File: config.mk
export PLATFORM = sky130hd
export DESIGN_NAME = serial_subtractor_flat
export DESIGN_NICKNAME = d
export VERILOG_FILES = /design/src/rtl/serial_subtractor_if.sv /design/src/rtl/serial_subtractor.sv /design/src/flat_wrapper.sv
export SDC_FILE = /design/constraint.sdc
export NUM_CORES = 1
export LEC_CHECK = 0
export CORE_MARGIN = 4
export CORE_UTILIZATION = 48
export CTS_CLUSTER_DIAMETER = 80
export DETAILED_ROUTE_END_ITERATION = 10
export PLACE_DENSITY = 0.76
export SYNTH_ARGS = -nofsm -noshare
export SYNTH_HDL_FRONTEND = slang
export SYNTH_SLANG_ARGS = --single-unit
File: constraint.sdc
create_clock -name clk -period 1.6 [get_ports clk]
set_input_delay 0.24 -clock clk [delete_from_list [all_inputs] [get_ports clk]]
set_output_delay 0.24 -clock clk [all_outputs]
set_load 0.02 [all_outputs]
File: src/rtl/serial_subtractor_if.sv
// serial_subtractor_if: start/busy/done handshake and operand/result bus for the serial subtractor
interface serial_subtractor_if #(parameter int WIDTH = 4);
    logic             start;
    logic [WIDTH-1:0] a;
    logic [WIDTH-1:0] b;
    logic             busy;
    logic             done;
    logic [WIDTH-1:0] diff;
    logic             bout;
    modport master (output start, a, b, input busy, done, diff, bout);
    modport slave  (input start, a, b, output busy, done, diff, bout);
endinterface

File: src/rtl/serial_subtractor.sv
// serial_subtractor: bit-serial a-b, LSB first, one full-subtractor cell plus a borrow flop
module serial_subtractor #(parameter int WIDTH = 4) (
    input  logic               clk,
    input  logic               rst_n,
    serial_subtractor_if.slave bus
);
    localparam int CW = $clog2(WIDTH);
    typedef enum logic {IDLE = 1'b0, RUN = 1'b1} state_t;
    state_t           state, nstate;
    logic [WIDTH-1:0] sa, sb;
    logic [WIDTH-2:0] res;
    logic [WIDTH-1:0] nres;
    logic [CW-1:0]    cnt;
    logic             brw, d, brw_n, last;
    // full-subtractor cell on the current LSBs; nres is the result register after this shift
    always_comb begin
        d     = sa[0] ^ sb[0] ^ brw;
        brw_n = (~sa[0] & sb[0]) | (~(sa[0] ^ sb[0]) & brw);
        nres  = {d, res};
        last  = cnt == CW'(WIDTH - 1);
    end
    // state register
    always_ff @(posedge clk or negedge rst_n)
        if (!rst_n) state <= IDLE;
        else        state <= nstate;
    // next state: start only matters in IDLE, RUN ends on the last bit
    always_comb
        nstate = state == IDLE ? (bus.start ? RUN : IDLE) : (last ? IDLE : RUN);
    // outputs decoded from state
    always_comb
        bus.busy = state == RUN;
    // operand capture, serial shift, and result publication on the final bit only
    always_ff @(posedge clk or negedge rst_n)
        if (!rst_n) begin
            sa       <= '0;
            sb       <= '0;
            res      <= '0;
            brw      <= 1'b0;
            cnt      <= '0;
            bus.diff <= '0;
            bus.bout <= 1'b0;
            bus.done <= 1'b0;
        end else begin
            bus.done <= 1'b0;
            if (state == IDLE && bus.start) begin
                sa  <= bus.a;
                sb  <= bus.b;
                brw <= 1'b0;
                cnt <= '0;
            end else if (state == RUN) begin
                sa  <= sa >> 1;
                sb  <= sb >> 1;
                res <= nres[WIDTH-1:1];
                brw <= brw_n;
                cnt <= cnt + 1'b1;
                if (last) begin
                    bus.diff <= nres;
                    bus.bout <= brw_n;
                    bus.done <= 1'b1;
                end
            end
        end
endmodule

File: src/flat_wrapper.sv
// flat-port wrapper written by rule: the top's interface ports become plain ports
module serial_subtractor_flat 
#(parameter int WIDTH = 4)
  (clk, rst_n, bus_start, bus_a, bus_b, bus_busy, bus_done, bus_diff, bus_bout);
  serial_subtractor_if #(.WIDTH(WIDTH)) bus_i ();
  input  logic clk;
  input  logic rst_n;
  input wire logic [$bits(bus_i.start)-1:0] bus_start;
  input wire logic [$bits(bus_i.a)-1:0] bus_a;
  input wire logic [$bits(bus_i.b)-1:0] bus_b;
  output wire logic [$bits(bus_i.busy)-1:0] bus_busy;
  output wire logic [$bits(bus_i.done)-1:0] bus_done;
  output wire logic [$bits(bus_i.diff)-1:0] bus_diff;
  output wire logic [$bits(bus_i.bout)-1:0] bus_bout;
  assign bus_i.start = bus_start;
  assign bus_i.a = bus_a;
  assign bus_i.b = bus_b;
  assign bus_busy = bus_i.busy;
  assign bus_done = bus_i.done;
  assign bus_diff = bus_i.diff;
  assign bus_bout = bus_i.bout;
  serial_subtractor #(.WIDTH(WIDTH)) u_core (.clk(clk), .rst_n(rst_n), .bus(bus_i));
endmodule
==> flow_summary_export.csv, run 1 <==
group,metric,value,unit
layout,final_area,1100,um^2
power_and_ir_drop,p_clk_frac,0.128,
sta,worst_slew_pin_slew,0.307,ns
worst_setup_path,path_delay_family,"buffers and inverters",
global_route,first_global_vias,542,
sta,tns,0,ns
sta,hold_viol,0,
worst_setup_path,cp-start-kind,"flip-flop",
worst_setup_path,crit_path_end_kind,"primary output",
routing,drt_iter0_drc,3,
worst_setup_path,max_stage_delay,0.61,ns
clocking,htreeDepth,1,
global_route,grt_pass1_wl,2.37,mm
placement,routabilityCongestion,0.680,
power_and_ir_drop,p_seq_frac,0.451,
routing,final_antenna_net_count,0,
power_and_ir_drop,intPower,1.28,mW
sta,relSlewSlack,0.795,
placement,numPortBuffers,17,
synthesis,synth_fp_nets,79,
worst_setup_path,cp.required,1.36,ns
clocking,numCtsBuffers,3,
synthesis,syn-mean-instance-area,13.1,um^2
worst_setup_path,path_cells,"clkdlybuf4s50_1",
placement,post-dp-hpwl,953,um
power_and_ir_drop,peakVddDrop,1040,uV
floorplanning,num_rows,15,
clocking,cts_hold_buf,0,
worst_setup_path,worstPathArrival,1.27,ns
global_route,antenna_found_initial,0,
floorplanning,io_pins,18,
power_and_ir_drop,power_density,1740,nW/um^2
sta,fin_crit_sh,0.941,
power_and_ir_drop,switching_share,0.328,
layout,post_route_cells_drive_above_1_share,0.195,
worst_setup_path,crit_type,"flip-flop to primary output",
routing,drc,0,
worst_setup_path,crit_buf_inv,1,
global_route,grt_util_all_layers,0.124,
synthesis,netlist_area,865,um^2
synthesis,ys_seq_elements,21,
placement,dp_slack,0.260,ns
sta,setup_slack,0.0946,ns
routing,routedWlPerCell,12.0,um
clocking,cts_root_buf,"clkbuf_4",
floorplanning,start_util,0.506,
routing,via_count,530,
clocking,clock-sinks,21,
flow_run,cap_violations,0,
sta,rsz0062_at_grt,"false",
sta,finalMaxSlewViolations,0,
synthesis,synth_cell_types,14,
worst_setup_path,ff2ff_setup_slack,0.31,ns
worst_setup_path,cp_max_fo,2,
clocking,cts_setup_buffers,0,
synthesis,synthCells,66,
clocking,tritoncts,"done",
floorplanning,fp.coreArea,1710,um^2
synthesis,synth_warnings,0,
sta,setup_viol,0,
layout,insertedDiodeCount,0,
run_status,outcome,"finished, final reports clean",
layout,syn2layout_area_growth,27.1,%
worst_setup_path,crit_slowest_cell,"clkdlybuf4s50_1",
power_and_ir_drop,leakage,0.514,nW
clocking,clkLatencyLatePin,0.29,ns
clocking,clkTransAtPathRegs,0.11,ns
sta,max_freq,664,MHz
layout,nets,101,
synthesis,seq_area_frac_synth,0.608,
min_path,hold_class,"input port to asynchronous set/reset pin",
sta,fin_skew,0.00335,ns
power_and_ir_drop,combPwrFrac,0.420,
routing,drt_first_pass_iters,3,
sta,timing.final.crit_period,1.51,ns
floorplanning,dieArea,2540,um^2
routing,drt-total-wl,1.35,mm
placement,placed_area,1070,um^2
clocking,clockBufferDepth,2,
global_route,gr-total-overflow,0,
power_and_ir_drop,net-switching-power,625,uW
floorplanning,die_h,50.4,um
clocking,ctsResizeCount,0,
routing,vias_per_cell,4.73,
global_route,grt_max_degree,24,
floorplanning,chipWidth,50.4,um
-- layer usage --
layer / share of wire / routed length (um) / GRT usage
met5: 0 / 0 / 0
met4: 0.011 / 15 / 0.0673
met3: 0.041 / 55 / 0.0326
met2: 0.47 / 630 / 0.187
met1: 0.48 / 645 / 0.164
-- logic make-up after synthesis --
family          Yosys count  synth area share
compound gates            9            0.0608
fa+ha+maj                 2            0.0376
buf+inv                   7            0.0376
flops                    21             0.608
mux                      17             0.210
simple gates             10            0.0463
-- worst paths after layout --
path | cells past startpoint | to | from
setup / recovery | 1 | bus_busy | u_core.bus.busy
setup reg to reg | 3 | u_core.res[2] | u_core.sb[0]
min in group clk | 2 | u_core.sa[2] | u_core.sa[3]
hold reg to reg | 2 | u_core.sa[2] | u_core.sa[3]
hold / removal | 2 | u_core.bus.diff[0] | rst_n
max in group asynchronous | 2 | u_core.brw | rst_n
-- flip-flops by register name (all words and copies together) (netlist names) --
name             count
u_core.bus.diff      4
u_core.sa            4
u_core.sb            4
u_core.res           3
u_core.cnt           2
u_core.brw           1
u_core.bus.bout      1
u_core.bus.busy      1
u_core.bus.done      1
-- stage by stage --
step                utilization  power, mW  instances  hold WS, ns
floorplan                     -       1.39         66      -0.0556
global placement          0.627       1.67        108        0.462
detailed placement        0.627       1.69        108        0.468
CTS                       0.643       1.94        112        0.266
global route              0.643       2.07        112        0.267
finish                    0.643       1.91        112        0.271
-- synthesized netlist by cell type (all sizes together) --
cell   instances  share of area
a21oi          1         0.0058
a22o           2          0.020
buf            3          0.020
dfrtp         21           0.61
fa             1          0.023
ha             1          0.014
inv            4          0.017
mux2           9           0.12
mux2i          8          0.093
nand2          7          0.033
nor2           3          0.013
o21ai          6          0.035
-- cell usage in the layout (no fill, tap or decap), drive strengths merged --
cell	n
o21ai	6
clkbuf	3
ha	1
nand2	7
mux2	9
inv	4
buf	3
dfrtp	21
mux2i	8
a21oi	1
clkinv	1
nor2	3
fa	1
a22o	2
clkdlybuf4s50	17
-- power groups by stage --
stage,logic [mW],registers [mW],clock network [mW]
after floorplan,0.425,0.968,0
after global placement,0.800,0.868,0
after detailed placement,0.816,0.876,0
after CTS,0.818,0.865,0.259
after global routing,0.886,0.896,0.286
final,0.802,0.861,0.245
-- final cells by class --
type / count / area (um^2)
Tap cell: 25 / 31.3
Clock buffer: 3 / 22.5
Clock inverter: 1 / 5.00
Timing Repair Buffer: 20 / 193
Multi-Input combinational cell: 38 / 307
Sequential cell: 21 / 526
Inverter: 4 / 15.0
Fill cell: 145 / 609
Power figures use the tool's default switching activity.
==> run 2: changes to the inputs <==
--- a/config.mk
+++ b/config.mk
@@ -10,6 +10,7 @@
 export CTS_CLUSTER_DIAMETER = 80
 export DETAILED_ROUTE_END_ITERATION = 10
 export PLACE_DENSITY = 0.76
+export SETUP_SLACK_MARGIN = 0.15
 export SYNTH_ARGS = -nofsm -noshare
 export SYNTH_HDL_FRONTEND = slang
 export SYNTH_SLANG_ARGS = --single-unit
==> run 2 against run 1 <==
  * Critical path depth is 2 higher
  * Setup slack better by 0.22 ns
  * Via count is 0.38% higher
  * Non-clock buffer count stayed put
  * Highest routed layer unchanged
==> flow_summary_export.csv, run 2 (synthesis results as in run 1) <==
group,metric,value,unit
min_path,hold_class,"input port to asynchronous set/reset pin",
power_and_ir_drop,combPwrFrac,0.403,
sta,finalMaxSlewViolations,0,
worst_setup_path,cp_max_fo,2,
layout,largest_registers,"u_core.bus.diff: 4 flops, u_core.sa: 4 flops, u_core.sb: 4 flops",
layout,multiInputGateArea,307,um^2
placement,post-dp-hpwl,953,um
power_and_ir_drop,total_power,1.84,mW
sta,tns,0,ns
global_route,grt_util_all_layers,0.124,
clocking,clkLatencyLatePin,0.29,ns
sta,max_freq,776,MHz
power_and_ir_drop,net-switching-power,622,uW
routing,via_count,532,
sta,setup_viol,0,
clocking,numCtsBuffers,3,
clocking,htreeDepth,1,
routing,drt_iter0_drc,3,
placement,numPortBuffers,17,
placement,dp_slack,0.260,ns
floorplanning,num_rows,15,
clocking,clkTransAtPathRegs,0.11,ns
clocking,clockBufferDepth,2,
layout,insertedDiodeCount,0,
global_route,antenna_found_initial,0,
worst_setup_path,crit_path_end_kind,"flip-flop",
floorplanning,io_pins,18,
worst_setup_path,cp.required,1.79,ns
layout,post_route_cells_drive_above_1_share,0.195,
power_and_ir_drop,intPower,1.22,mW
global_route,grt_max_degree,24,
sta,fin_crit_sh,0.806,
clocking,clock-sinks,21,
worst_setup_path,worstPathArrival,1.48,ns
clocking,cts_hold_buf,0,
layout,seqCellArea,526,um^2
power_and_ir_drop,power_density,1690,nW/um^2
floorplanning,chipWidth,50.4,um
power_and_ir_drop,p_seq_frac,0.465,
sta,fin_skew,0.00327,ns
placement,placed_area,1070,um^2
sta,rsz0062_at_grt,"false",
layout,layout_common_cells,"21 x dfrtp_1, 10 x clkdlybuf4s50_1, 9 x mux2_2",
clocking,tritoncts,"done",
global_route,first_global_vias,542,
power_and_ir_drop,switching_share,0.337,
routing,drt_first_pass_iters,3,
layout,final_area,1090,um^2
clocking,cts_root_buf,"clkbuf_4",
worst_setup_path,cp-start-kind,"flip-flop",
routing,drt-total-wl,1.35,mm
run_status,outcome,"finished, final reports clean",
global_route,grt_pass1_wl,2.37,mm
layout,nets,101,
sta,timing.final.crit_period,1.29,ns
worst_setup_path,crit_type,"flip-flop to flip-flop",
sta,worst_slew_pin_slew,0.307,ns
flow_run,cap_violations,0,
placement,routabilityCongestion,0.680,
routing,vias_per_cell,4.75,
global_route,gr-total-overflow,0,
routing,drc,0,
layout,layout_commonest_cell,"dfrtp_1",
sta,setup_slack,0.311,ns
layout,syn2layout_area_growth,26.0,%
floorplanning,die_h,50.4,um
sta,relSlewSlack,0.795,
layout,fillers,151,
routing,final_antenna_net_count,0,
floorplanning,dieArea,2540,um^2
routing,routedWlPerCell,12.0,um
sta,whs,0.272,ns
sta,hold_viol,0,
floorplanning,start_util,0.506,
floorplanning,fp.coreArea,1710,um^2
power_and_ir_drop,p_clk_frac,0.133,
power_and_ir_drop,peakVddDrop,1010,uV
power_and_ir_drop,leakage,0.527,nW
## run 2: cell types whose count changed in the layout (fill, tap and decap cells not counted), sizes merged
cell,before,now
clkdlybuf4s50,17,10
dlygate4sd2,0,7
## run 2: final cells by class
class / count / area share
Clock buffer: 3 / 0.0207
Clock inverter: 1 / 0.00459
Inverter: 4 / 0.0138
Multi-Input combinational cell: 38 / 0.281
Sequential cell: 21 / 0.482
Tap cell: 25 / 0.0287
Timing Repair Buffer: 20 / 0.169
## run 2: what timing repair did
action / in CTS / in global routing
buffers inserted: 0 / 0
resized for setup: 7 / 0
endpoints found under the setup margin: 7 / 0
## run 2: worst paths after layout
| check | start | end | slack [ns] | cells past startpoint |
|---|---|---|---|---|
| worst min-delay path | rst_n | u_core.bus.diff[0] | 0.27 | 2 |
| max in group asynchronous | rst_n | u_core.brw | 1.12 | 2 |
| worst min register to register | u_core.sa[3] | u_core.sa[2] | 0.49 | 2 |
| worst max-delay path | u_core.sb[0] | u_core.res[2] | 0.31 | 3 |
| worst max register to register | u_core.sb[0] | u_core.res[2] | 0.31 | 3 |
| min in group clk | u_core.sa[3] | u_core.sa[2] | 0.49 | 2 |
## run 2: power groups by stage
stage	sequential, mW	clock (mW)	combinational (mW)
global placement	0.868	0	0.800
CTS	0.861	0.259	0.760
floorplan	0.968	0	0.425
detailed placement	0.876	0	0.816
finish	0.857	0.245	0.743
global route	0.892	0.286	0.828
## run 2: per-layer routing
metal	wire (um)	global-route usage
met2	628	0.187
met1	644	0.164
met5	0	0
met3	57	0.0326
met4	15	0.0673
## run 2: stage by stage
| stage | util | std cells |
|---|---|---|
| after global routing | 0.638 | 112 |
| after CTS | 0.638 | 112 |
| after detailed placement | 0.627 | 108 |
| after floorplan | - | 66 |
| final | 0.638 | 112 |
| after global placement | 0.627 | 108 |
## run 2: worst max-delay path: stages (launching register included)
cell,delay (ns)
dfrtp_1,0.37
inv_1,0.06
fa_1,0.49
mux2_2,0.27
==> run 3: changes to the inputs <==
--- a/config.mk
+++ b/config.mk
@@ -6,10 +6,10 @@
 export NUM_CORES = 1
 export LEC_CHECK = 0
 export CORE_MARGIN = 4
-export CORE_UTILIZATION = 48
+export CORE_UTILIZATION = 43
 export CTS_CLUSTER_DIAMETER = 80
 export DETAILED_ROUTE_END_ITERATION = 10
-export PLACE_DENSITY = 0.76
+export PLACE_DENSITY = 0.72
 export SETUP_SLACK_MARGIN = 0.15
 export SYNTH_ARGS = -nofsm -noshare
 export SYNTH_HDL_FRONTEND = slang
==> constraint.sdc (replaced) <==
create_clock -name clk -period 1.05 [get_ports clk]
set_input_delay 0.1575 -clock clk [delete_from_list [all_inputs] [get_ports clk]]
set_output_delay 0.1575 -clock clk [all_outputs]
set_load 0.02 [all_outputs]
==> run 3 against run 2 <==
  * The run now ends with negative setup slack left
  * Largest power group is now combinational logic
  * Critical path depth did not move
  * Register-to-register slack got worse by 0.57 ns
  * Total power rose by 130%
  * Sequential share of layout area fell by 12 points
  * First-iteration DRC count rose by 33%
  * Highest routed layer unchanged
  * Clock power rose by 58%
  * Fmax fell by 1.3%
  * Count of clock-buffer cells in the layout rose by 1
  * Wire length rose by 60%
  * Non-clock buffer count rose by 19
  * Core utilization rose by 16 points
  * Critical endpoint unchanged
==> flow_summary_export.csv, run 3 (synthesis results as in run 1) <==
group,metric,value,unit
clocking,tritoncts,"done",
sta,setup_slack,-0.256,ns
clocking,clockBufferDepth,2,
power_and_ir_drop,p_seq_frac,0.336,
layout,post-route-util,0.796,
worst_setup_path,rr_worst_depth,3,
routing,drt-total-wl,2.15,mm
layout,syn2layout_area_growth,67.6,%
clocking,htreeDepth,1,
routing,drt_iter0_drc,4,
worst_setup_path,crit_path_end_kind,"flip-flop",
clocking,cts_root_buf,"clkbuf_4",
placement,placed_area,1150,um^2
routing,via_count,641,
worst_setup_path,worst-path-stages,3,
power_and_ir_drop,peakVddDrop,1940,uV
worst_setup_path,ff2ff_setup_slack,-0.26,ns
worst_setup_path,crit_type,"flip-flop to flip-flop",
power_and_ir_drop,p_clk_frac,0.091,
routing,final_antenna_net_count,0,
run_status,violations,"negative setup slack",
sta,fin_skew,0.00306,ns
sta,whs,0.154,ns
power_and_ir_drop,net-switching-power,1.47,mW
placement,routabilityCongestion,0.693,
worst_setup_path,worstPathArrival,1.50,ns
layout,final_cells,131,
power_and_ir_drop,power_density,2940,nW/um^2
layout,post_route_cells_drive_above_1_share,0.575,
global_route,gr-total-overflow,0,
layout,largest_registers,"u_core.bus.diff: 4 flops, u_core.sa: 4 flops, u_core.sb: 4 flops",
sta,worst_slew_pin_slew,0.256,ns
routing,vias_per_cell,4.89,
layout,fillers,106,
layout,nets,120,
layout,seqCellArea,527,um^2
flow_run,cap_violations,0,
sta,setup_viol,15,
worst_setup_path,rr_endpoint,"u_core.res[2]",
floorplanning,die_h,52.8,um
global_route,antenna_found_initial,0,
global_route,grt_util_all_layers,0.160,
worst_setup_path,r2r_start,"u_core.brw",
floorplanning,num_rows,15,
clocking,clkTransAtPathRegs,0.11,ns
power_and_ir_drop,switching_share,0.345,
worst_setup_path,path_delay_family,"adder cells",
sta,timing.final.crit_period,1.31,ns
worst_setup_path,crit_buf_inv,1,
worst_setup_path,cp_max_fo,2,
floorplanning,fp.coreArea,1820,um^2
sta,finalMaxSlewViolations,0,
worst_setup_path,cp.required,1.24,ns
global_route,grt_max_degree,14,
routing,drt_first_pass_iters,2,
sta,rsz0062_at_grt,"true",
sta,max_freq,766,MHz
power_and_ir_drop,intPower,2.80,mW
sta,relSlewSlack,0.824,
placement,post-dp-hpwl,1.15,mm
run_status,outcome,"complete, but fails checks",
sta,hold_viol,0,
power_and_ir_drop,leakage,0.709,nW
layout,multiInputGateArea,435,um^2
layout,layout_common_cells,"20 x dfrtp_1, 14 x buf_4, 12 x buf_6",
floorplanning,io_pins,18,
routing,drc,0,
worst_setup_path,path_cells,"inv_2, fa_2, mux2_4",
power_and_ir_drop,combPwrFrac,0.573,
routing,routedWlPerCell,16.4,um
sta,fin_crit_sh,1.24,
layout,insertedDiodeCount,0,
placement,dp_cells,113,
clocking,clock-sinks,21,
clocking,numCtsBuffers,3,
floorplanning,dieArea,2790,um^2
clocking,clkLatencyLatePin,0.30,ns
worst_setup_path,crit_slowest_cell,"fa_2",
global_route,grt_pass1_wl,3.10,mm
global_route,first_global_vias,674,
placement,numPortBuffers,17,
floorplanning,start_util,0.475,
floorplanning,chipWidth,52.8,um
layout,final_area,1450,um^2
placement,dp_slack,-0.226,ns
worst_setup_path,cp-start-kind,"flip-flop",
min_path,hold_class,"input port to asynchronous set/reset pin",
layout,layout_commonest_cell,"dfrtp_1",
worst_setup_path,max_stage_delay,0.43,ns
run 3: cell count changes in the layout (fill, tap and decap cells not counted), moves of 4 or more:
cell,before,now
o21ai_0,6,0
mux2_2,9,1
dlygate4sd2_1,7,1
buf_4,3,14
mux2_4,0,8
nand2_1,6,2
buf_6,0,12
o21ai_2,0,5
run 3: worst max-delay path by stage:
stage	startpoint	to	slack, ns
3_5_place_dp	u_core.sb[0]	u_core.res[2]	-0.23
2_1_floorplan	u_core.brw	u_core.res[2]	-0.17
6_report	u_core.brw	u_core.res[2]	-0.26
3_3_place_gp	u_core.sb[0]	u_core.res[2]	-0.20
5_1_grt	u_core.brw	u_core.res[2]	-0.27
4_1_cts	u_core.sb[0]	u_core.res[2]	-0.23
run 3: layout make-up:
type                            instances  area share
Tap cell                               25      0.0216
Sequential cell                        21       0.364
Timing Repair Buffer                   39       0.286
Inverter                                4      0.0104
Multi-Input combinational cell         38       0.301
Clock buffer                            4      0.0181
run 3: power by group through the flow:
stage,Combinational [mW],Clock (mW),Sequential [mW]
2_1_floorplan,0.822,0,1.52
3_3_place_gp,1.43,0,1.37
3_5_place_dp,1.47,0,1.40
4_1_cts,2.15,0.381,1.40
5_1_grt,2.56,0.442,1.48
6_report,2.45,0.388,1.43
run 3: metal layers:
metal	part of all wire	vias to the layer above	track usage
li1	-	305	-
met2	0.53	14	0.271
met1	0.42	318	0.195
met3	0.035	4	0.0399
met4	0.015	0	0.0596
met5	0	-	0
run 3: worst register-to-register path: stages (launching register included):
cell	delay, ns
dfrtp_1	0.41
inv_2	0.08
fa_2	0.43
mux2_4	0.28
run 3: metrics by stage:
step	TNS [ns]	power, mW
after floorplan	-0.472	2.34
after global placement	-2.29	2.80
after detailed placement	-2.63	2.87
after CTS	-0.793	3.93
after global routing	-1.37	4.48
final	-0.991	4.26
run 3: timing repair:
item,in CTS,in global routing
buffers inserted,7,5
pin swaps,4,3
endpoints found under the hold margin,0,0
cloned,2,0
hold buffers,0,0
resized for setup,71,12
setup endpoints to repair,25,27
